--- src/rtl/uw_pkg.sv ---
// Shared types and constants for the unique-word search/score/sync chain.
package uw_pkg;
  typedef enum logic [1:0] {SEARCH, VERIFY, LOCKED} sync_state_t;

  typedef logic [1:0] rot_t;
  localparam rot_t ROT_0   = 2'd0;
  localparam rot_t ROT_90  = 2'd1;
  localparam rot_t ROT_180 = 2'd2;
  localparam rot_t ROT_270 = 2'd3;

  localparam int UW_LEN       = 16;
  localparam int UW_MAX_SCORE = 32;

  function automatic int imax(input int a, input int b);
    return (a > b) ? a : b;
  endfunction
endpackage

--- src/rtl/uw_frame_sync_if.sv ---
// Score input and sync-status output bundle between the score stage and frame sync.
interface uw_frame_sync_if
  import uw_pkg::*;
#(
  parameter int SCORE_W = 6,
  parameter int POS_W   = 8
);
  logic               score_valid;
  logic [SCORE_W-1:0] score;
  rot_t               best_rot;
  logic               locked;
  rot_t               rot_out;
  logic               frame_start;
  logic [POS_W-1:0]   frame_pos;
  logic               uw_miss;
  logic               rot_change;

  modport master (
    output score_valid, score, best_rot,
    input  locked, rot_out, frame_start, frame_pos, uw_miss, rot_change
  );

  modport slave (
    input  score_valid, score, best_rot,
    output locked, rot_out, frame_start, frame_pos, uw_miss, rot_change
  );
endinterface

--- src/rtl/uw_frame_sync.sv ---
// UW frame synchroniser: threshold scores, search/verify/lock FSM with frame flywheel.
// Optional UW_ROT_TRACK_EN: in LOCKED, follow a rotation slip instead of counting a miss.
module uw_frame_sync
  import uw_pkg::*;
#(
  parameter int FRAME_LEN   = 256,
  parameter int SCORE_W     = 6,
  parameter int THRESH      = 28,
  parameter int VERIFY_HITS = 2,
  parameter int LOSS_MISSES = 3,
  parameter int POS_W       = $clog2(FRAME_LEN)
) (
  input logic           clk,
  input logic           rst,
  uw_frame_sync_if.slave sif
);
  localparam int CNT_W = $clog2(imax(VERIFY_HITS, LOSS_MISSES) + 1);
  localparam logic [SCORE_W-1:0] THR     = SCORE_W'(THRESH);
  localparam logic [POS_W-1:0]   POS_END = POS_W'(FRAME_LEN - 1);
  localparam logic [CNT_W-1:0]   VH_C    = CNT_W'(VERIFY_HITS);
  localparam logic [CNT_W-1:0]   LM_C    = CNT_W'(LOSS_MISSES);
  localparam logic [CNT_W-1:0]   CNT_MAX = '1;

  sync_state_t      state, state_n;
  logic [CNT_W-1:0] hits, hits_n, misses, misses_n;
  logic [POS_W-1:0] pos, pos_n;
  rot_t             rot, rot_n;
  logic             locked, fs, miss, rc;
  logic             fs_n, miss_n, rc_n;

  logic             hit, qhit, expected;
  logic [POS_W-1:0] pos_adv;
  logic [CNT_W-1:0] hits_inc, misses_inc;

  assign hit        = (sif.score >= THR);
  assign qhit       = hit && (sif.best_rot == rot);
  assign expected   = (pos == POS_END);
  assign pos_adv    = expected ? '0 : pos + 1'b1;
  // counters saturate rather than wrap
  assign hits_inc   = (hits == CNT_MAX) ? hits : hits + 1'b1;
  assign misses_inc = (misses == CNT_MAX) ? misses : misses + 1'b1;

  always_comb begin
    state_n  = state;
    hits_n   = hits;
    misses_n = misses;
    pos_n    = pos;
    rot_n    = rot;
    fs_n     = 1'b0;
    miss_n   = 1'b0;
    rc_n     = 1'b0;
    if (sif.score_valid) begin
      unique case (state)
        SEARCH: begin
          if (hit) begin
            rot_n    = sif.best_rot;
            pos_n    = '0;
            hits_n   = CNT_W'(1);
            misses_n = '0;
            if (VERIFY_HITS == 1) begin
              state_n = LOCKED;
              fs_n    = 1'b1;
            end else begin
              state_n = VERIFY;
            end
          end
        end
        VERIFY: begin
          pos_n = pos_adv;
          if (expected) begin
            if (qhit) begin
              hits_n = hits_inc;
              if (hits_inc >= VH_C) begin
                state_n  = LOCKED;
                fs_n     = 1'b1;
                misses_n = '0;
              end
            end else begin
              miss_n  = 1'b1;
              state_n = SEARCH;
              hits_n  = '0;
              pos_n   = '0;
            end
          end
        end
        LOCKED: begin
          pos_n = pos_adv;
          if (expected) begin
            fs_n = 1'b1;
            if (qhit) begin
              misses_n = '0;
            end
`ifdef UW_ROT_TRACK_EN
            else if (hit) begin
              rot_n    = sif.best_rot;
              rc_n     = 1'b1;
              misses_n = '0;
            end
`endif
            else begin
              miss_n   = 1'b1;
              misses_n = misses_inc;
              // frame_start still fires for the event that drops lock
              if (misses_inc >= LM_C) begin
                state_n  = SEARCH;
                pos_n    = '0;
                hits_n   = '0;
                misses_n = '0;
              end
            end
          end
        end
        default: state_n = SEARCH;
      endcase
    end
  end

  always_ff @(posedge clk) begin
    if (rst) begin
      state  <= SEARCH;
      hits   <= '0;
      misses <= '0;
      pos    <= '0;
      rot    <= ROT_0;
      locked <= 1'b0;
      fs     <= 1'b0;
      miss   <= 1'b0;
      rc     <= 1'b0;
    end else begin
      state  <= state_n;
      hits   <= hits_n;
      misses <= misses_n;
      pos    <= pos_n;
      rot    <= rot_n;
      locked <= (state_n == LOCKED);
      fs     <= fs_n;
      miss   <= miss_n;
      rc     <= rc_n;
    end
  end

  assign sif.locked      = locked;
  assign sif.rot_out     = rot;
  assign sif.frame_start = fs;
  assign sif.frame_pos   = pos;
  assign sif.uw_miss     = miss;
`ifdef UW_ROT_TRACK_EN
  assign sif.rot_change  = rc;
`else
  assign sif.rot_change  = 1'b0;
`endif
endmodule

--- src/flat_wrapper.sv ---
// flat-port wrapper written by rule: the top's interface ports become plain ports
module uw_frame_sync_flat import uw_pkg::*;
#(
  parameter int FRAME_LEN   = 256,
  parameter int SCORE_W     = 6,
  parameter int THRESH      = 28,
  parameter int VERIFY_HITS = 2,
  parameter int LOSS_MISSES = 3,
  parameter int POS_W       = $clog2(FRAME_LEN)
)
  (clk, rst, sif_score_valid, sif_score, sif_best_rot, sif_locked, sif_rot_out, sif_frame_start, sif_frame_pos, sif_uw_miss, sif_rot_change);
  uw_frame_sync_if #(.SCORE_W(SCORE_W), .POS_W(POS_W)) sif_i ();
  input logic clk;
  input logic rst;
  input wire logic [$bits(sif_i.score_valid)-1:0] sif_score_valid;
  input wire logic [$bits(sif_i.score)-1:0] sif_score;
  input wire logic [$bits(sif_i.best_rot)-1:0] sif_best_rot;
  output wire logic [$bits(sif_i.locked)-1:0] sif_locked;
  output wire logic [$bits(sif_i.rot_out)-1:0] sif_rot_out;
  output wire logic [$bits(sif_i.frame_start)-1:0] sif_frame_start;
  output wire logic [$bits(sif_i.frame_pos)-1:0] sif_frame_pos;
  output wire logic [$bits(sif_i.uw_miss)-1:0] sif_uw_miss;
  output wire logic [$bits(sif_i.rot_change)-1:0] sif_rot_change;
  assign sif_i.score_valid = sif_score_valid;
  assign sif_i.score = sif_score;
  assign sif_i.best_rot = sif_best_rot;
  assign sif_locked = sif_i.locked;
  assign sif_rot_out = sif_i.rot_out;
  assign sif_frame_start = sif_i.frame_start;
  assign sif_frame_pos = sif_i.frame_pos;
  assign sif_uw_miss = sif_i.uw_miss;
  assign sif_rot_change = sif_i.rot_change;
  uw_frame_sync #(.FRAME_LEN(FRAME_LEN), .SCORE_W(SCORE_W), .THRESH(THRESH), .VERIFY_HITS(VERIFY_HITS), .LOSS_MISSES(LOSS_MISSES), .POS_W(POS_W)) u_core (.clk(clk), .rst(rst), .sif(sif_i));
endmodule
--- config.mk ---
export PLATFORM = sky130hd
export DESIGN_NAME = uw_frame_sync_flat
export DESIGN_NICKNAME = d
export VERILOG_FILES = /design/src/rtl/uw_pkg.sv /design/src/rtl/uw_frame_sync_if.sv /design/src/rtl/uw_frame_sync.sv /design/src/flat_wrapper.sv
export SDC_FILE = /design/constraint.sdc
export NUM_CORES = 1
export LEC_CHECK = 0
export ABC_AREA = 1
export CELL_PAD_IN_SITES_DETAIL_PLACEMENT = 0
export CELL_PAD_IN_SITES_GLOBAL_PLACEMENT = 1
export CORE_UTILIZATION = 41
export CTS_BUF_LIST = sky130_fd_sc_hd__clkbuf_4
export DETAILED_ROUTE_END_ITERATION = 8
export DONT_BUFFER_PORTS = 1
export PLACE_DENSITY = 0.82
export SLEW_MARGIN = 20
export SYNTH_ARGS = -nofsm -noshare
export SYNTH_HDL_FRONTEND = slang
export SYNTH_SLANG_ARGS = --single-unit
export TNS_END_PERCENT = 50
--- constraint.sdc ---
create_clock -name clk -period 1.37 [get_ports clk]
set_input_delay 0.274 -clock clk [delete_from_list [all_inputs] [get_ports clk]]
set_output_delay 0.274 -clock clk [all_outputs]
set_load 0.02 [all_outputs]
Word-level counts from Yosys, hierarchy flattened

Index checks and enable logic that the tools add are counted.

$mul: 0
Divide/modulo/power cells: 0
Multiplexer cells: 40
Shift operators: 0
$lt $le $gt $ge: 3
Bitwise operators: 3
Eq/ne operators: 14
Reduce and logical (&&, ||, !) cells: 10
Add/sub/neg operators: 3

Operator list:

| operator              | count |
|---|---|
| $mux W8               | 7 |
| $mux W2               | 23 |
| $pmux W8 S3           | 1 |
| $pmux W2 S3           | 3 |
| $reduce_and A7 Y1     | 2 |
| $ne A2 B1 Y1 const B  | 6 |
| $add A8 B1 Y8 const B | 1 |
| $eq A2 B2 Y1 const B  | 4 |
| $eq A8 B8 Y1 const B  | 1 |
| $ge A6 B5 Y1 const B  | 1 |
| $reduce_and A3 Y1     | 2 |
| $mux W1               | 5 |
| $add A2 B1 Y2 const B | 2 |
| $ge A2 B2 Y1 const B  | 2 |
| $reduce_or A2 Y1      | 2 |
| $reduce_or A4 Y1      | 1 |
| $not A1 Y1            | 3 |
| $reduce_bool A3 Y1    | 1 |
| $eq A2 B1 Y1 const B  | 1 |
| $eq A2 B2 Y1          | 1 |
| $logic_not A2 Y1      | 1 |
| $ne A2 B2 Y1 const B  | 1 |
| $pmux W1 S2           | 1 |
| $logic_and A1 B1 Y1   | 1 |

Memories: 0
RAM bits: 0
Latch bits: 0
Register bits after elaboration: 19
Bits in read-only memories: 0
Output and inout port bits: 14

Longest topological paths before layout

Gate-level depths: netlist (run 1).

Depth in word-level cells: 9
Depth in mapped cells: 12

Worst setup path before layout (run 1)

No wires, ideal clock.

Kind: register to register
Start: register u_core.pos[0], in the netlist u_core.sif.frame_pos[0]
End: register u_core.state[1]
Cell stages (with the launch flop): 13
Path buffers: 0
Data arrival time: 1.493 ns
Setup time: 0.112 ns
Slack: -0.236 ns
Cells stage by stage: dfxtp_1 > ha_1 > nand2_2 > nor2_2 > nand2_2 > inv_1 > nand2_2 > nand2_1 > nand2_1 > nor2_1 > o21bai_1 > nand2_1 > inv_1

Word-level cells in the longest chain between the ends: 4
Elaborated cells between the ends (all ways): 5
Those cells by class: eq/ne: 1; mux: 4

RTL lines:

| element                           | line                                     | RTL |
|---|---|---|
| from (decl)                       | uw_frame_sync.sv:26                      | `logic [POS_W-1:0] pos, pos_n;` |
| from (signal assigned)            | uw_frame_sync.sv:133                     | `pos <= pos_n;` |
| $eq A8 B8 Y1 *                    | uw_frame_sync.sv:37                      | `assign expected = (pos == POS_END);` |
| $mux W2, on equally long branches | uw_frame_sync.sv:88, uw_frame_sync.sv:70 |  |
| $pmux W2 S3 *                     | uw_frame_sync.sv:53                      | `unique case (state)` |
| $mux W2 *                         | uw_frame_sync.sv:52                      | `if (sif.score_valid) begin` |
| to (signal assigned)              | uw_frame_sync.sv:130                     | `state <= state_n;` |
| to (decl)                         | uw_frame_sync.sv:24                      | `sync_state_t state, state_n;` |

Every way passes the cells marked *; elsewhere a longest branch is shown, timed or not.
A chain may end at the register's enable or synchronous reset.

Worst setup path in the final report (run 1)

Start: register u_core.pos[1], in the netlist u_core.sif.frame_pos[1]
End: register u_core.locked, in the netlist u_core.sif.locked

Word-level cells in the longest chain between the ends: 5
Elaborated cells between the ends (all ways): 6
Those cells by class: eq/ne: 2; mux: 4

RTL lines:

| element                           | line                                     | RTL |
|---|---|---|
| $eq A8 B8 Y1 *                    | uw_frame_sync.sv:37                      |  |
| $mux W2, on equally long branches | uw_frame_sync.sv:88, uw_frame_sync.sv:70 |  |
| $pmux W2 S3 *                     | uw_frame_sync.sv:53                      |  |
| $mux W2 *                         | uw_frame_sync.sv:52                      |  |
| $eq A2 B2 Y1 *                    | uw_frame_sync.sv:135                     | `locked <= (state_n == LOCKED);` |
| to (signal assigned)              | uw_frame_sync.sv:135                     |  |
| to (decl)                         | uw_frame_sync.sv:28                      | `logic locked, fs, miss, rc;` |

Marked as above.

==> reports/summary.json, run 1 <==
{
  "cts_htree_levels": {"value": 1},
  "post_synth_edffs": {"value": 0},
  "min_path_type": {"value": "in -> reg"},
  "die-area": {"value": 0.00299, "unit": "sq mm"},
  "pin_count_of_the_biggest_net_entering_global_routing": {"value": 12},
  "gp_routability_congestion": {"value": 0.777},
  "via_total_after_detailed_routing": {"value": 1143},
  "fin_nets": {"value": 219},
  "track_usage": {"value": 20.1, "unit": "%"},
  "design.core.area": {"value": 0.00254, "unit": "sq mm"},
  "nFillCells": {"value": 214},
  "tritoncts_buffer_count": {"value": 3},
  "synth.area.mux_share": {"value": 0, "unit": "%"},
  "worst_setup_hold_path_clk_slew": {"value": 100, "unit": "ps"},
  "finalHoldViolCount": {"value": 0},
  "grt_antenna_before_repair": {"value": 0},
  "worst_r2r_path_depth": {"value": 11},
  "post_synth_instance_area": {"value": 0.00114, "unit": "sq mm"},
  "synth_sequential_area_ratio": {"value": 33.5, "unit": "%"},
  "cts-root-to-sink-buffers": {"value": 2},
  "diodes": {"value": 0},
  "cts_tree": {"value": "built"},
  "syn-mean-instance-area": {"value": 7.01, "unit": "sq um"},
  "synth.net_count": {"value": 178},
  "area.growth.synth_to_final": {"value": 47.0, "unit": "%"},
  "final_min_period": {"value": 1450, "unit": "ps"},
  "synth_compound_gate_area_share": {"value": 13.9, "unit": "%"},
  "synth_cell_type_count": {"value": 30},
  "root_buffer": {"value": "clkbuf_4"},
  "yosys_register_bits": {"value": 19},
  "critical_path.max_fanout": {"value": 5},
  "cp.arrival": {"value": 1700, "unit": "ps"},
  "min_path_cells": {"value": 1},
  "dominantRegCellSynth": {"value": "dfxtp_1"},
  "ys_top_cells_by_area": {"value": "dfxtp_1 33%, nand2_1 10%, inv_1 8.6%"},
  "post_synth_inst_count": {"value": 162},
  "layout-drive-gt1-share": {"value": 49.0, "unit": "%"},
  "grt_pass1_wl": {"value": 4.18, "unit": "mm"},
  "clkLatencyLatePin": {"value": 310, "unit": "ps"},
  "grt_remaining_overflow": {"value": 0},
  "setup_ws": {"value": -82.0, "unit": "ps"},
  "worst_clock_skew": {"value": 12.3, "unit": "ps"},
  "drt-vias-per-instance": {"value": 4.93},
  "reported_leakage_power": {"value": 0.756, "unit": "nW"},
  "postLayoutCoreUtil": {"value": 65.6, "unit": "%"},
  "worst_ir_drop_vdd": {"value": 618, "unit": "uV"},
  "worst_setup_path_start_kind": {"value": "register"},
  "outcome": {"value": "finished with violations"},
  "synth-simple-area-share": {"value": 36.1, "unit": "%"},
  "fmax": {"value": 689, "unit": "MHz"},
  "routed_wirelength": {"value": 2.73, "unit": "mm"},
  "critical-path-max-stage-delay": {"value": 370, "unit": "ps"},
  "start_util": {"value": 44.6, "unit": "%"},
  "area_share_of_xor_xnor_cells_in_the_synthesized_design": {"value": 0.771, "unit": "%"},
  "cp.required": {"value": 1610, "unit": "ps"},
  "die_h": {"value": 54.6, "unit": "um"},
  "final_cell_mix": {"value": "36 x buf_4, 26 x nand2_1, 20 x inv_1, 14 x nor2_1, 13 x dfxtp_1"},
  "timing.final.max_slew_violations": {"value": 0},
  "yosys_warnings": {"value": 0},
  "drc_errors_left": {"value": 0},
  "row_count": {"value": 18},
  "drt-wirelength-per-cell": {"value": 11.8, "unit": "um"},
  "timing.critical_path.slowest_stage_cell": {"value": "dfxtp_4"},
  "yosysTopAreaCell": {"value": "dfxtp_1"},
  "first_global_vias": {"value": 994},
  "timing.critical_path.to_type": {"value": "register"},
  "dp_hpwl": {"value": 2.00, "unit": "mm"},
  "synth_adder_area_share": {"value": 5.51, "unit": "%"},
  "synth_top_family_by_area": {"value": "simple AND/OR/NAND/NOR gates"},
  "crit_chain": {"value": "ha_4, nand2_4, nor2_4, nand2_4, nand2_1, nand3_2, nor2_1, nand2_1, nand3_2, nand2_1, nor2_2"},
  "finalPower": {"value": 1.19, "unit": "mW"},
  "total_iterations_of_the_first_detailed_routing_run": {"value": 4},
  "critical-path-top-cell-by-count": {"value": "nand2_1"},
  "endpoint_with_the_worst_hold_slack": {"value": "u_core.state[0]$_SDFF_PP0_"},
  "synthDominantCellAreaShare": {"value": 33.5, "unit": "%"},
  "layout_worst_path_cycle_share": {"value": 106, "unit": "%"},
  "crit-reg2reg-capture": {"value": "u_core.sif.locked$_SDFF_PP0_"},
  "layout.cells.most_common": {"value": "buf_4"},
  "pin_count": {"value": 25},
  "final-setup-viol-count": {"value": 13},
  "rsz0062_at_grt": {"value": "true"},
  "route.antenna.remaining_nets": {"value": 0},
  "setup.worst_path.class": {"value": "reg -> reg"},
  "min_from": {"value": "rst"},
  "synth_async_reset_ratio": {"value": 0, "unit": "%"},
  "dieWidth": {"value": 54.6, "unit": "um"},
  "tritoncts_num_sinks": {"value": 19},
  "worst_r2r_startpoint": {"value": "u_core.sif.frame_pos[1]$_SDFFE_PP0P_"},
  "number_of_maximum_capacitance_constraint_violations": {"value": 0},
  "detailedRoute.firstIterationViolations": {"value": 11},
  "power.density_cell_area": {"value": 711, "unit": "mW/mm^2"},
  "ff2ff_setup_slack": {"value": -80, "unit": "ps"},
  "violations_in_the_final_reports": {"value": "setup timing"},
  "port_buffers": {"value": 0}
}
-- cell families (layout without fill, tap and decap cells) --
kind of cell / after synthesis / in the layout
buffers and inverters: 29 / 69
xor gates and xnor gates: 1 / 1
AOI/OAI and AO/OA: 26 / 26
DFF: 19 / 19
and+or+nand+nor: 81 / 81
other: 1 / 1
adders and majority gates: 5 / 5
-- report_power, final --
group	total [mW]	internal [mW]	switching, mW
logic	0.312	0.136	0.176
registers	0.587	0.570	0.0165
clock network	0.289	0.109	0.180
-- per-layer routing --
layer  global-route usage (%)  wire (um)
met5                        0          0
met2                     34.9       1370
met1                     24.1       1240
met3                     6.11        106
met4                     3.85         11
-- critical path, delay by kind of cell (launching register included) --
kind | cells | cell delay [ps]
adder cells (fa/ha/maj) | 1 | 140
flip-flops | 1 | 370
AND/OR/NAND/NOR | 10 | 910
-- synth_stat cells, types with 2 or more instances --
| master | number |
|---|---|
| nand2_1 | 31 |
| inv_1 | 26 |
| dfxtp_1 | 19 |
| nor2_1 | 19 |
| a21oi_1 | 9 |
| nand3_1 | 7 |
| o21ai_0 | 6 |
| ha_1 | 5 |
| nand2_2 | 5 |
| nor2_2 | 5 |
| o21ai_1 | 4 |
| nor3_1 | 3 |
| a211oi_1 | 2 |
| inv_2 | 2 |
| nand3_2 | 2 |
| nor3b_1 | 2 |
| o21ai_2 | 2 |
-- metrics by stage --
step	setup WS [ps]	cells	hold slack (ps)	TNS, ps	area, sq um
finish	-82.0	232	24.1	-501	1670
global route	-177	232	5.37	-1620	1670
CTS	-77.9	230	12.4	-240	1570
detailed placement	-155	222	346	-1740	1420
global placement	-119	222	346	-1250	1420
floorplan	-63.6	162	343	-259	1160
-- what timing repair did --
action                     4_1_cts  5_1_grt
gates resized for setup         22       25
pin swaps                        8       14
setup buffers                    4        2
hold buffers                     0        0
setup endpoints to repair       16       18
-- layout make-up --
cell class | count | area, sq um | share of cell area [%]
repair buffers | 37 | 282 | 16.9
multi-input cells | 114 | 818 | 49.0
inverters | 28 | 108 | 6.44
clock buffers | 3 | 22.5 | 1.35
clock inverters | 1 | 5.00 | 0.300
flip-flops and latches | 19 | 398 | 23.8
well taps | 30 | 37.5 | 2.25
-- flip-flops by register name (all words and copies together) (netlist names) --
name,flops
u_core.hits,2
u_core.misses,2
u_core.sif.frame_pos,8
u_core.sif.frame_start,1
u_core.sif.locked,1
u_core.sif.rot_out,2
u_core.sif.uw_miss,1
u_core.state,2
-- worst max path at each step --
stage | from | to
global route | u_core.sif.frame_pos[1]$_SDFFE_PP0P_ | u_core.sif.locked$_SDFF_PP0_
finish | u_core.sif.frame_pos[1]$_SDFFE_PP0P_ | u_core.sif.locked$_SDFF_PP0_
global placement | u_core.state[0]$_SDFF_PP0_ | u_core.sif.frame_pos[4]$_SDFFE_PP0P_
CTS | u_core.sif.frame_pos[1]$_SDFFE_PP0P_ | u_core.sif.locked$_SDFF_PP0_
detailed placement | u_core.state[0]$_SDFF_PP0_ | u_core.sif.locked$_SDFF_PP0_
floorplan | u_core.sif.frame_pos[1]$_SDFFE_PP0P_ | u_core.state[1]$_SDFF_PP0_
No activity file was read; power rests on OpenSTA's default activity.
==> run 2, diff against run 1 <==
--- a/config.mk
+++ b/config.mk
@@ -12,7 +12,7 @@
 export CTS_BUF_LIST = sky130_fd_sc_hd__clkbuf_4
 export DETAILED_ROUTE_END_ITERATION = 8
 export DONT_BUFFER_PORTS = 1
-export PLACE_DENSITY = 0.82
+export PLACE_DENSITY = 0.87
 export SLEW_MARGIN = 20
 export SYNTH_ARGS = -nofsm -noshare
 export SYNTH_HDL_FRONTEND = slang
==> run 2 against run 1 <==
  * Fmax shrank 9.4%
  * Die area is the same
  * Critical path type unchanged
  * The flow still finishes with violations (setup timing)
  * Utilization shrank 3.6 points
  * Worst setup slack lost 150 ps
==> reports/summary.json, run 2 (synthesized netlist as in run 1, its figures left out) <==
{
  "wp_buf_inv": {"value": 1, "change": "+1"},
  "cts_tree": {"value": "built"},
  "final_cells": {"value": 228, "change": "-1.7%"},
  "largest_reg_flops": {"value": 8, "change": "unchanged"},
  "timing.critical_path.to_type": {"value": "register"},
  "pin_count": {"value": 25, "change": "unchanged"},
  "port_buffers": {"value": 0, "change": "unchanged"},
  "cts-root-to-sink-buffers": {"value": 2, "change": "unchanged"},
  "cp.arrival": {"value": 1800, "unit": "ps", "change": "+100 ps"},
  "clkLatencyLatePin": {"value": 290, "unit": "ps", "change": "-20 ps"},
  "grt_pass1_wl": {"value": 4.32, "unit": "mm", "change": "+3.3%"},
  "finalHoldViolCount": {"value": 0, "change": "unchanged"},
  "pin_count_of_the_biggest_net_entering_global_routing": {"value": 11, "change": "-1"},
  "design.core.area": {"value": 0.00254, "unit": "sq mm", "change": "unchanged"},
  "outcome": {"value": "finished with violations"},
  "worst_setup_path_start_kind": {"value": "register"},
  "critical_path.max_fanout": {"value": 5, "change": "unchanged"},
  "row_count": {"value": 18, "change": "unchanged"},
  "routed_wirelength": {"value": 2.76, "unit": "mm", "change": "+1.1%"},
  "post-place-cells": {"value": 217, "change": "-2.3%"},
  "detailedRoute.firstIterationViolations": {"value": 24, "change": "+13"},
  "layout.cells.most_common": {"value": "buf_4"},
  "final-setup-viol-count": {"value": 14, "change": "+1"},
  "violations_in_the_final_reports": {"value": "setup timing"},
  "worst_setup_hold_path_clk_slew": {"value": 110, "unit": "ps", "change": "about the same"},
  "setup.worst_path.class": {"value": "reg -> reg"},
  "first_global_vias": {"value": 1003, "change": "+0.91%"},
  "grt_antenna_before_repair": {"value": 0, "change": "unchanged"},
  "gp_routability_congestion": {"value": 0.842, "change": "+8.4%"},
  "critical-path-top-cell-by-count": {"value": "nand2_4"},
  "power.density_cell_area": {"value": 740, "unit": "mW/mm^2", "change": "+4.1%"},
  "reported_leakage_power": {"value": 0.719, "unit": "nW", "change": "-4.8%"},
  "tritoncts_buffer_count": {"value": 3, "change": "unchanged"},
  "worst_clock_skew": {"value": 2.08, "unit": "ps", "change": "-10.3 ps"},
  "placed_cell_area": {"value": 0.00139, "unit": "sq mm", "change": "-2.6%"},
  "area.growth.synth_to_final": {"value": 39.0, "unit": "%"},
  "grt_remaining_overflow": {"value": 0, "change": "unchanged"},
  "setup_ws": {"value": -233, "unit": "ps", "change": "-151 ps"},
  "crit_chain": {"value": "ha_4, nand2_4, nor2_4, nand2_4, buf_12, a21oi_4, nand3_2, o21ai_1, a21oi_1"},
  "worst_ir_drop_vdd": {"value": 580, "unit": "uV", "change": "-6.2%"},
  "via_total_after_detailed_routing": {"value": 1136, "change": "-0.61%"},
  "dieWidth": {"value": 54.6, "unit": "um", "change": "unchanged"},
  "critPathTopFamily": {"value": "simple AND/OR/NAND/NOR gates"},
  "start_util": {"value": 44.6, "unit": "%", "change": "unchanged"},
  "layout-drive-gt1-share": {"value": 41.9, "unit": "%", "change": "-7.1 points"},
  "timing.critical_path.slowest_stage_cell": {"value": "dfxtp_4"},
  "fin_nets": {"value": 215, "change": "-1.8%"},
  "drc_errors_left": {"value": 0, "change": "unchanged"},
  "rsz0062_at_grt": {"value": "true"},
  "finalPower": {"value": 1.17, "unit": "mW", "change": "-1.6%"},
  "root_buffer": {"value": "clkbuf_4"},
  "number_of_maximum_capacitance_constraint_violations": {"value": 0, "change": "unchanged"},
  "final_min_period": {"value": 1600, "unit": "ps", "change": "+151 ps"},
  "drt-wirelength-per-cell": {"value": 12.1, "unit": "um", "change": "+2.8%"},
  "timing.final.max_slew_violations": {"value": 0, "change": "unchanged"},
  "cp.required": {"value": 1560, "unit": "ps", "change": "-50 ps"},
  "min_path_type": {"value": "in -> reg"},
  "total_iterations_of_the_first_detailed_routing_run": {"value": 4, "change": "unchanged"},
  "track_usage": {"value": 20.1, "unit": "%", "change": "+0.046 points"},
  "cts_htree_levels": {"value": 1, "change": "unchanged"},
  "critical-path-max-stage-delay": {"value": 370, "unit": "ps", "change": "about the same"},
  "final_cell_mix": {"value": "30 x buf_4, 27 x nand2_1, 23 x inv_1, 17 x nor2_1, 13 x dfxtp_1"},
  "dp_hpwl": {"value": 1.98, "unit": "mm", "change": "-0.79%"},
  "route.antenna.remaining_nets": {"value": 0, "change": "unchanged"},
  "die-area": {"value": 0.00299, "unit": "sq mm", "change": "unchanged"},
  "diodes": {"value": 0, "change": "unchanged"},
  "tritoncts_num_sinks": {"value": 19, "change": "unchanged"},
  "drt-vias-per-instance": {"value": 4.98, "change": "+1.1%"},
  "fmax": {"value": 624, "unit": "MHz", "change": "-9.4%"},
  "die_h": {"value": 54.6, "unit": "um", "change": "unchanged"},
  "fin_area": {"value": 0.00158, "unit": "sq mm", "change": "-5.5%"},
  "layout_worst_path_cycle_share": {"value": 117, "unit": "%", "change": "+11 points"}
}
-- run 2: power by group --
part	total (mW)	internal [mW]	switching, mW	leakage (nW)
clock network	0.308	0.133	0.175	0.0184
logic	0.273	0.110	0.163	0.544
registers	0.589	0.573	0.0156	0.157
-- run 2: repair_timing --
item	CTS	global route
endpoints found under the hold margin	0	1
gates resized for setup	20	7
hold buffers	0	1
buffers inserted	4	2
pin swaps	7	5
setup endpoints to repair	18	17
-- run 2: metal layers --
metal  track usage (%)  vias to the layer above  routed length, um
met5                 0                        -                  0
met4              2.56                        0                  0
met3              4.72                        0                108
met2              36.1                       23               1440
met1              24.6                      533               1210
li1                  -                      580                  -
-- run 2: layout make-up --
| type | count | area [sq um] |
|---|---|---|
| sequential | 19 | 393 |
| inverter | 28 | 105 |
| clock buffer | 4 | 30.0 |
| tap | 30 | 37.5 |
| fill | 244 | 966 |
| multi-input combinational | 114 | 747 |
| timing repair buffer | 33 | 267 |
-- run 2: worst paths after layout --
path | end | slack, ps | from | cells past startpoint
setup / recovery | u_core.hits[1]$_SDFFE_PP0P_ | -230 | u_core.sif.frame_pos[1]$_SDFFE_PP0P_ | 9
hold reg to reg | u_core.hits[1]$_SDFFE_PP0P_ | 480 | u_core.hits[1]$_SDFFE_PP0P_ | 2
setup reg to reg | u_core.hits[1]$_SDFFE_PP0P_ | -230 | u_core.sif.frame_pos[1]$_SDFFE_PP0P_ | 9
hold / removal | u_core.state[0]$_SDFF_PP0_ | 20 | rst | 1
-- run 2: through the flow --
step	setup WS (ps)	setup TNS, ps	util [%]	hold slack [ps]
6_report	-233	-2060	62.0	22.2
5_1_grt	-291	-3390	62.0	1.09
4_1_cts	-62.2	-412	59.6	19.1
3_5_place_dp	-169	-1990	54.5	347
3_3_place_gp	-122	-1350	54.5	343
2_1_floorplan	-63.6	-259	-	343
